### config.mk
export PLATFORM = sky130hd
export DESIGN_NAME = magnetron_timer_ctrl
export DESIGN_NICKNAME = d
export VERILOG_FILES = /design/src/rtl/magnetron_pkg.sv /design/src/rtl/magnetron_timer_ctrl_tick_prescaler.sv /design/src/rtl/magnetron_timer_ctrl.sv
export SDC_FILE = /design/constraint.sdc
export NUM_CORES = 1
export LEC_CHECK = 0
export CAP_MARGIN = 0
export CORE_MARGIN = 5
export CORE_UTILIZATION = 27
export CTS_CLUSTER_SIZE = 24
export DETAILED_ROUTE_END_ITERATION = 7
export MAX_ROUTING_LAYER = met4
export PLACE_DENSITY_LB_ADDON = 0.25
export SYNTH_ARGS = -nofsm -noshare
export SYNTH_HDL_FRONTEND = slang
export SYNTH_SLANG_ARGS = --single-unit
### constraint.sdc
create_clock -name clk -period 3.3 [get_ports clk]
set_input_delay 0.495 -clock clk [delete_from_list [all_inputs] [get_ports clk]]
set_output_delay 0.495 -clock clk [all_outputs]
set_load 0.01 [all_outputs]
### src/rtl/magnetron_pkg.sv
// Shared types and helpers for the magnetron timer controller.
// Latency: n/a (types, constants and a pure function only).
// Backpressure: n/a.
package magnetron_pkg;

    typedef enum logic [1:0] {
        IDLE  = 2'd0,
        COOK  = 2'd1,
        PAUSE = 2'd2,
        DONE  = 2'd3
    } mag_state_t;

    // Number of one-second ticks the done beep lasts.
    localparam int BEEP_TICKS = 3;

    // Limits a requested power step to the highest supported step.
    function automatic int clamp_power(input int level, input int max_level);
        return (level > max_level) ? max_level : level;
    endfunction

endpackage

### src/rtl/magnetron_timer_ctrl_tick_prescaler.sv
// One-second tick prescaler: counts 0..TICK_DIV-1 while run is high.
// Latency: tick is combinational from the count register (high at terminal count).
// Backpressure: run=0 freezes the count; clr zeroes it and has priority over run.
module tick_prescaler #(
    parameter int TICK_DIV = 1000
) (
    input  logic clk,
    input  logic rst_n,
    input  logic run,
    input  logic clr,
    output logic tick
);

    localparam int CW = $clog2(TICK_DIV);
    localparam logic [CW-1:0] LAST = CW'(TICK_DIV - 1);

    logic [CW-1:0] cnt_q;

    // Count register: clear wins, otherwise advance and wrap while running.
    always_ff @(posedge clk or negedge rst_n) begin
        if (!rst_n) begin
            cnt_q <= '0;
        end else if (clr) begin
            cnt_q <= '0;
        end else if (run) begin
            cnt_q <= (cnt_q == LAST) ? '0 : cnt_q + 1'b1;
        end
    end

    // High while the count sits at its terminal value; the owner qualifies it
    // with run, so a held count at terminal never produces a second.
    assign tick = (cnt_q == LAST);

endmodule

### src/rtl/magnetron_timer_ctrl.sv
// Magnetron cook controller: countdown timer, power duty cycle, pause/resume, door interlock.
// Latency: buttons act one clock after their rising edge; door_closed gates mag_on combinationally.
// Backpressure: none; build option MAGNETRON_DONE_BEEP_EN adds a 3-second beep output in DONE.
module magnetron_timer_ctrl
    import magnetron_pkg::*;
#(
    parameter int TIME_W     = 12,
    parameter int TICK_DIV   = 1000,
    parameter int PWR_LEVELS = 10
) (
    input  logic                             clk,
    input  logic                             rst_n,
    input  logic                             start,
    input  logic                             stop,
    input  logic                             clear,
    input  logic                             door_closed,
    input  logic                             time_load,
    input  logic [TIME_W-1:0]                time_in,
    input  logic [$clog2(PWR_LEVELS+1)-1:0]  power_level,
    output logic                             mag_on,
    output logic                             busy,
    output logic                             done,
    output logic [TIME_W-1:0]                remaining
`ifdef MAGNETRON_DONE_BEEP_EN
    ,
    output logic                             beep
`endif
);

    localparam int PW = $clog2(PWR_LEVELS + 1);
    localparam logic [PW-1:0] PHASE_LAST = PW'(PWR_LEVELS - 1);

    mag_state_t        state_q, state_d;
    logic [TIME_W-1:0] rem_q, rem_d;
    logic [PW-1:0]     phase_q, phase_d;
    logic [PW-1:0]     pwr_q, pwr_d;
    logic              start_q, stop_q, clear_q;
    logic              start_p, stop_p, clear_p;
    logic              rem_one, at_last, presc_run, presc_clr, sec;

    assign start_p = start & ~start_q;
    assign stop_p  = stop  & ~stop_q;
    assign clear_p = clear & ~clear_q;
    assign rem_one = (rem_q == TIME_W'(1));

    // Button edge-detect flops.
    always_ff @(posedge clk or negedge rst_n) begin
        if (!rst_n) begin
            start_q <= 1'b0;
            stop_q  <= 1'b0;
            clear_q <= 1'b0;
        end else begin
            start_q <= start;
            stop_q  <= stop;
            clear_q <= clear;
        end
    end

    // Prescaler control: run while cooking undisturbed; a door opening exactly
    // on the final tick still lets that tick land so DONE beats PAUSE.
    always_comb begin
        presc_run = 1'b0;
        if (state_q == COOK && !clear_p && !stop_p) begin
            presc_run = door_closed || (at_last && rem_one);
        end
`ifdef MAGNETRON_DONE_BEEP_EN
        if (state_q == DONE) begin
            presc_run = 1'b1;
        end
`endif
    end

    // IDLE keeps the prescaler at zero so every fresh cook starts on a second boundary.
    assign presc_clr = (state_q == IDLE);
    assign sec       = presc_run & at_last;

    tick_prescaler #(
        .TICK_DIV (TICK_DIV)
    ) u_tick_prescaler (
        .clk   (clk),
        .rst_n (rst_n),
        .run   (presc_run),
        .clr   (presc_clr),
        .tick  (at_last)
    );

    // State, timer and power registers.
    always_ff @(posedge clk or negedge rst_n) begin
        if (!rst_n) begin
            state_q <= IDLE;
            rem_q   <= '0;
            phase_q <= '0;
            pwr_q   <= '0;
        end else begin
            state_q <= state_d;
            rem_q   <= rem_d;
            phase_q <= phase_d;
            pwr_q   <= pwr_d;
        end
    end

    // Next-state logic; within each state the order is clear > stop > door > start > tick.
    always_comb begin
        state_d = state_q;
        rem_d   = rem_q;
        phase_d = phase_q;
        pwr_d   = pwr_q;
        unique case (state_q)
            IDLE: begin
                if (clear_p) begin
                    rem_d = '0;
                end else if (start_p && door_closed && rem_q != '0) begin
                    state_d = COOK;
                    phase_d = '0;
                    pwr_d   = PW'(clamp_power(int'(power_level), PWR_LEVELS));
                end else if (time_load) begin
                    rem_d = time_in;
                end
            end
            COOK: begin
                if (clear_p) begin
                    state_d = IDLE;
                    rem_d   = '0;
                end else if (stop_p) begin
                    state_d = PAUSE;
                end else begin
                    if (sec) begin
                        if (rem_q != '0) begin
                            rem_d = rem_q - 1'b1;
                        end
                        phase_d = (phase_q == PHASE_LAST) ? '0 : phase_q + 1'b1;
                        if (rem_one) begin
                            state_d = DONE;
                        end
                    end
                    if (!door_closed && !(sec && rem_one)) begin
                        state_d = PAUSE;
                    end
                end
            end
            PAUSE: begin
                if (clear_p || stop_p) begin
                    state_d = IDLE;
                    rem_d   = '0;
                end else if (start_p && door_closed) begin
                    state_d = COOK;
                end
            end
            DONE: begin
                if (start_p || stop_p || clear_p || time_load) begin
                    state_d = IDLE;
                    if (time_load && !clear_p) begin
                        rem_d = time_in;
                    end
                end
            end
            default: state_d = IDLE;
        endcase
    end

    assign mag_on    = (state_q == COOK) && (phase_q < pwr_q) && door_closed;
    assign busy      = (state_q == COOK) || (state_q == PAUSE);
    assign done      = (state_q == DONE);
    assign remaining = rem_q;

`ifdef MAGNETRON_DONE_BEEP_EN
    logic [1:0] beep_cnt_q;

    // Seconds elapsed in DONE, saturating once the beep has run its course.
    always_ff @(posedge clk or negedge rst_n) begin
        if (!rst_n) begin
            beep_cnt_q <= '0;
        end else if (state_q != DONE) begin
            beep_cnt_q <= '0;
        end else if (sec && beep_cnt_q < 2'(BEEP_TICKS)) begin
            beep_cnt_q <= beep_cnt_q + 1'b1;
        end
    end

    assign beep = (state_q == DONE) && (beep_cnt_q < 2'(BEEP_TICKS));
`endif

endmodule

==> flow_results.org <==
** Synthesis
- Of the total synthesized cell area, the portion taken by full adders, half adders and majority gates is 7.37%.
- A synthesized cell averages 8.72 um2.
- The number of different library cells used by synthesis comes to 50.
- Of the total synthesized cell area, the portion taken by XOR and XNOR cells is between 2 and 3%.
- Number of enable flip-flop cells after synthesis :: 0
- Count of warnings emitted by yosys :: 0
- Synthesized cell area :: roughly 2200 um2
- Gate count after technology mapping :: 253
- Post-Syn Nets :: just under 300
- After synthesis the netlist holds a flip-flop and latch count of 35.
- The most used flip-flop cell after synthesis is dfrtp_1.
- After Yosys synthesis, and, or, nand and nor cells account for approximately 22% of the synthesized area.
- Async set-or-reset flop fraction in the synthesized netlist :: 100%
- Largest family of logic cells by synthesized area :: simple AND/OR/NAND/NOR gates
- Post-synthesis compound-gate area fraction :: a little over a fifth
- Share of the yosys chip area belonging to registers :: between 30% and 40%
- Multiplexer share of the synthesized area :: roughly 2.0%

** Power and ir drop
- Cell area power density :: between 700 and 800 nW/um2
- Worst vdd rail ir drop :: approximately 0.36 mV
- Static Leakage :: 1.14 nW

** Placement
- DPL Wire Length :: about 4100 um
- IO Port Bufs :: 37
- Once placement finished, the instance area stood at roughly 2700 um2.
- Routability-driven placement finished with a final weighted congestion of a little under 0.8.
- Once placement completed, the tool counted placed cells totaling between 300 and 400.
- Setup Slack @ Placement :: about 630 ps

** Detailed routing
- The detailed router put a total of around 2700 um of wire on met1.
- For this run, design rule violations remaining after detail routing come to 0.
- Wires add up to between 5000 and 6000 um.
- In this run the top signal layer used is met4.
- Dividing the detail-routed wire length by the instance count gives between 10 and 15 um.
- For this run, the detailed router's first-pass iteration total came to 4.
- Routed wl met3 :: around 170 um
- Summed over all nets, wire length on met2 after detailed routing comes to 2540 um.
- The final route contains approximately 2,000 vias.
- In this run the remaining antenna-violating nets after routing total 0.
- Count of routing violations after the opening detailed-route iteration :: roughly 110
- Dividing the detail-routed via count by the number of cells gives about 5.

** Layout
- Finished Layout Cells :: around 400
- Area of all placed cells without fillers :: 2790 um2
- Final nets :: 328
- Antenna diode count :: 0
- Area Growth Syn to Fin :: 26.3%
- In the final layout, the share of cells above drive strength 1 is between 7 and 8%.
- Most common cell after layout, fill and taps aside :: clkdlybuf4s50_1
- Commonest cells after routing, fill and taps aside :: clkdlybuf4s50_1, dfrtp_1, o21ai_0

** Worst setup path
- Largest delay share family, worst path :: buffers and inverters
- STA classifies the critical path endpoint as a primary output.
- Kind of critical path :: flip-flop to primary output
- Measured in cells, the most critical reg-to-reg path has a length of 8.
- Data on the critical path is required at its endpoint by around 2800 ps.
- The slowest stage of the critical path belongs to the cell clkdlybuf4s50_1.
- The largest single stage delay on the critical path is 530 ps.
- Most common cell on crit path :: o21ai_0
- Together, buffers and inverters on the worst path number 1.
- Type of origin of the critical path :: flip-flop
- The critical path crosses 6 cells after its start point.
- Worst path cell trace :: ha_1, o21ai_0, a21boi_0, o21ai_0, and4b_1, clkdlybuf4s50_1
- Crit-path max FO :: 5
- At the worst endpoint, the arrival time is between 2000 and 2500 ps.

** Timing
- Count of pins over their slew limit :: 0
- Total negative setup slack :: 0 ps
- Max Clk Rate :: 0.386 GHz
- Across the routed clock network, the largest skew measured is between 8 and 9 ps.
- Final critical delay including setup and external delays :: between 2000 and 3000 ps
- Setup violations remaining at the end of the flow were counted as 0.
- The final number of hold-violating endpoints is 0.
- Final period utilization :: around four fifths
- Across all setup checks in the final design, the least slack found is a little over 700 ps.
- At the pin with the least slew margin, the transition time is ~770 ps.
- Unrepaired setup endpoints after global routing :: false
- Max_slew headroom :: between 40% and 50%

** Global route
- Antenna violations before repair :: 0
- Via count of the first global-routing pass :: just under 2,000
- Global Route Usage Sum :: about an eighth
- Global-route wire length before repair :: roughly 9700 um
- Global-route congestion overflow total :: 0
- Entering global routing, the biggest net connects 36 pins.

** Flow run
- Across the run, the number of max-cap violations was 0.

** CTS
- Number of sinks handled by clock tree synthesis :: 35
- In this run the clock root is driven by a clkbuf_8.
- After clock tree synthesis, the clock-pin slew on the worst setup and hold paths is about 80 ps.
- TritonCTS built the clock tree.
- Hold buffer count at CTS :: 0
- Max Buffers Root-to-Sink :: 2
- Clock tree synthesis inserted a total of 5 buffers.
- CTS H-tree depth :: 2
- Setup Buffers After CTS :: 0
- Clk Latency, worst-skew pair :: just under 300 ps
- The number of gates resized after CTS was 0.

** Floorplanning
- Core Region :: just over 8000 um2
- Starting density of the core :: a little over a quarter
- Row generation in the floorplan step produced 33 rows.
- 38 I/O pins were placed.
- Die width :: 100 um
- Die extent in y :: around 100 um
- Area of the die :: 10,100 um2

** Min path
- Number of cells on the worst hold path :: 2
- Type of the most critical hold path :: flip-flop to flip-flop

** Status
- Result of the run :: completed
[tightest hold or removal path: cells and delay by family, from the launching register on]
kind,cells,cell delay (ps)
flip-flops,1,320
AO/OA/AOI/OAI,1,140
buffers and inverters,1,50
[cells by family (layout without fill, tap and decap cells)]
group,Yosys count,in the layout
buffers and inverters,25,65
AOI/OAI and AO/OA,77,77
muxes,4,4
DFF,35,35
and+or+nand+nor,92,92
xor gates and xnor gates,7,7
adders and majority gates,13,13
[per-stage QoR]
step / hold WS (ps) / util [%] / power [mW]
after floorplan: 199 / - / 1.48
after global placement: 525 / 33.4 / 1.89
after detailed placement: 537 / 33.4 / 1.89
after CTS: 551 / 34.4 / 2.21
after global routing: 573 / 34.4 / 2.41
final: 544 / 34.4 / 2.20
[state kept, by name (all words and copies together), names as in the netlist]
name	flops
clear_q	1
u_tick_prescaler.cnt_q	10
stop_q	1
phase_q	4
state_q	2
remaining	12
pwr_q	4
start_q	1
[report_power, final]
part           internal, mW  switching (mW)
combinational         0.529           0.658
sequential            0.557           0.141
clock                 0.145           0.167
total                  1.23           0.966
[cell type report]
type | count | area (um2)
Inverter | 14 | 52.6
Timing Repair Buffer | 43 | 415
Multi-Input combinational cell | 193 | 1230
Fill cell | 872 | 5310
Sequential cell | 35 | 876
Clock buffer | 5 | 68.8
Tap cell | 105 | 131
Clock inverter | 3 | 15.0
[cells in the mapped netlist (2+ instances only)]
master / instances / area, um2
nand3_1: 9 / 45.0
nand4_1: 4 / 25.0
nor4_1: 4 / 25.0
nand2_1: 19 / 71.3
nor3_1: 5 / 25.0
xor2_1: 4 / 35.0
clkbuf_1: 8 / 30.0
a31oi_1: 4 / 25.0
dfrtp_1: 35 / 876
o21ai_1: 5 / 25.0
a22oi_1: 4 / 30.0
nor2b_1: 3 / 18.8
mux2_2: 3 / 33.8
or3_1: 2 / 12.5
o21ai_0: 29 / 145
a32oi_1: 6 / 52.6
inv_1: 14 / 52.6
a21oi_1: 17 / 85.1
xnor2_1: 3 / 26.3
ha_1: 13 / 163
and3_1: 2 / 12.5
nor2_1: 24 / 90.1
nand2b_1: 8 / 50.1
o31ai_1: 2 / 15.0
[worst paths after layout]
kind                                                 from                   endpoint  slack (ps)
worst min-delay path                             pwr_q[0]                   pwr_q[0]         540
max in group asynchronous                           rst_n  u_tick_prescaler.cnt_q[4]        2330
worst max register to register  u_tick_prescaler.cnt_q[0]               remaining[5]         740
worst max-delay path                           phase_q[1]                     mag_on         710
worst min register to register                   pwr_q[0]                   pwr_q[0]         540
min in group asynchronous                           rst_n               remaining[4]         630
[routing by layer]
layer | vias up | track usage (%)
met5 | - | -
met4 | 0 | 5.08
met3 | 10 | 2.22
met2 | 39 | 18.2
met1 | 957 | 16.5
li1 | 993 | -
(Power assumes the default switching activity.)
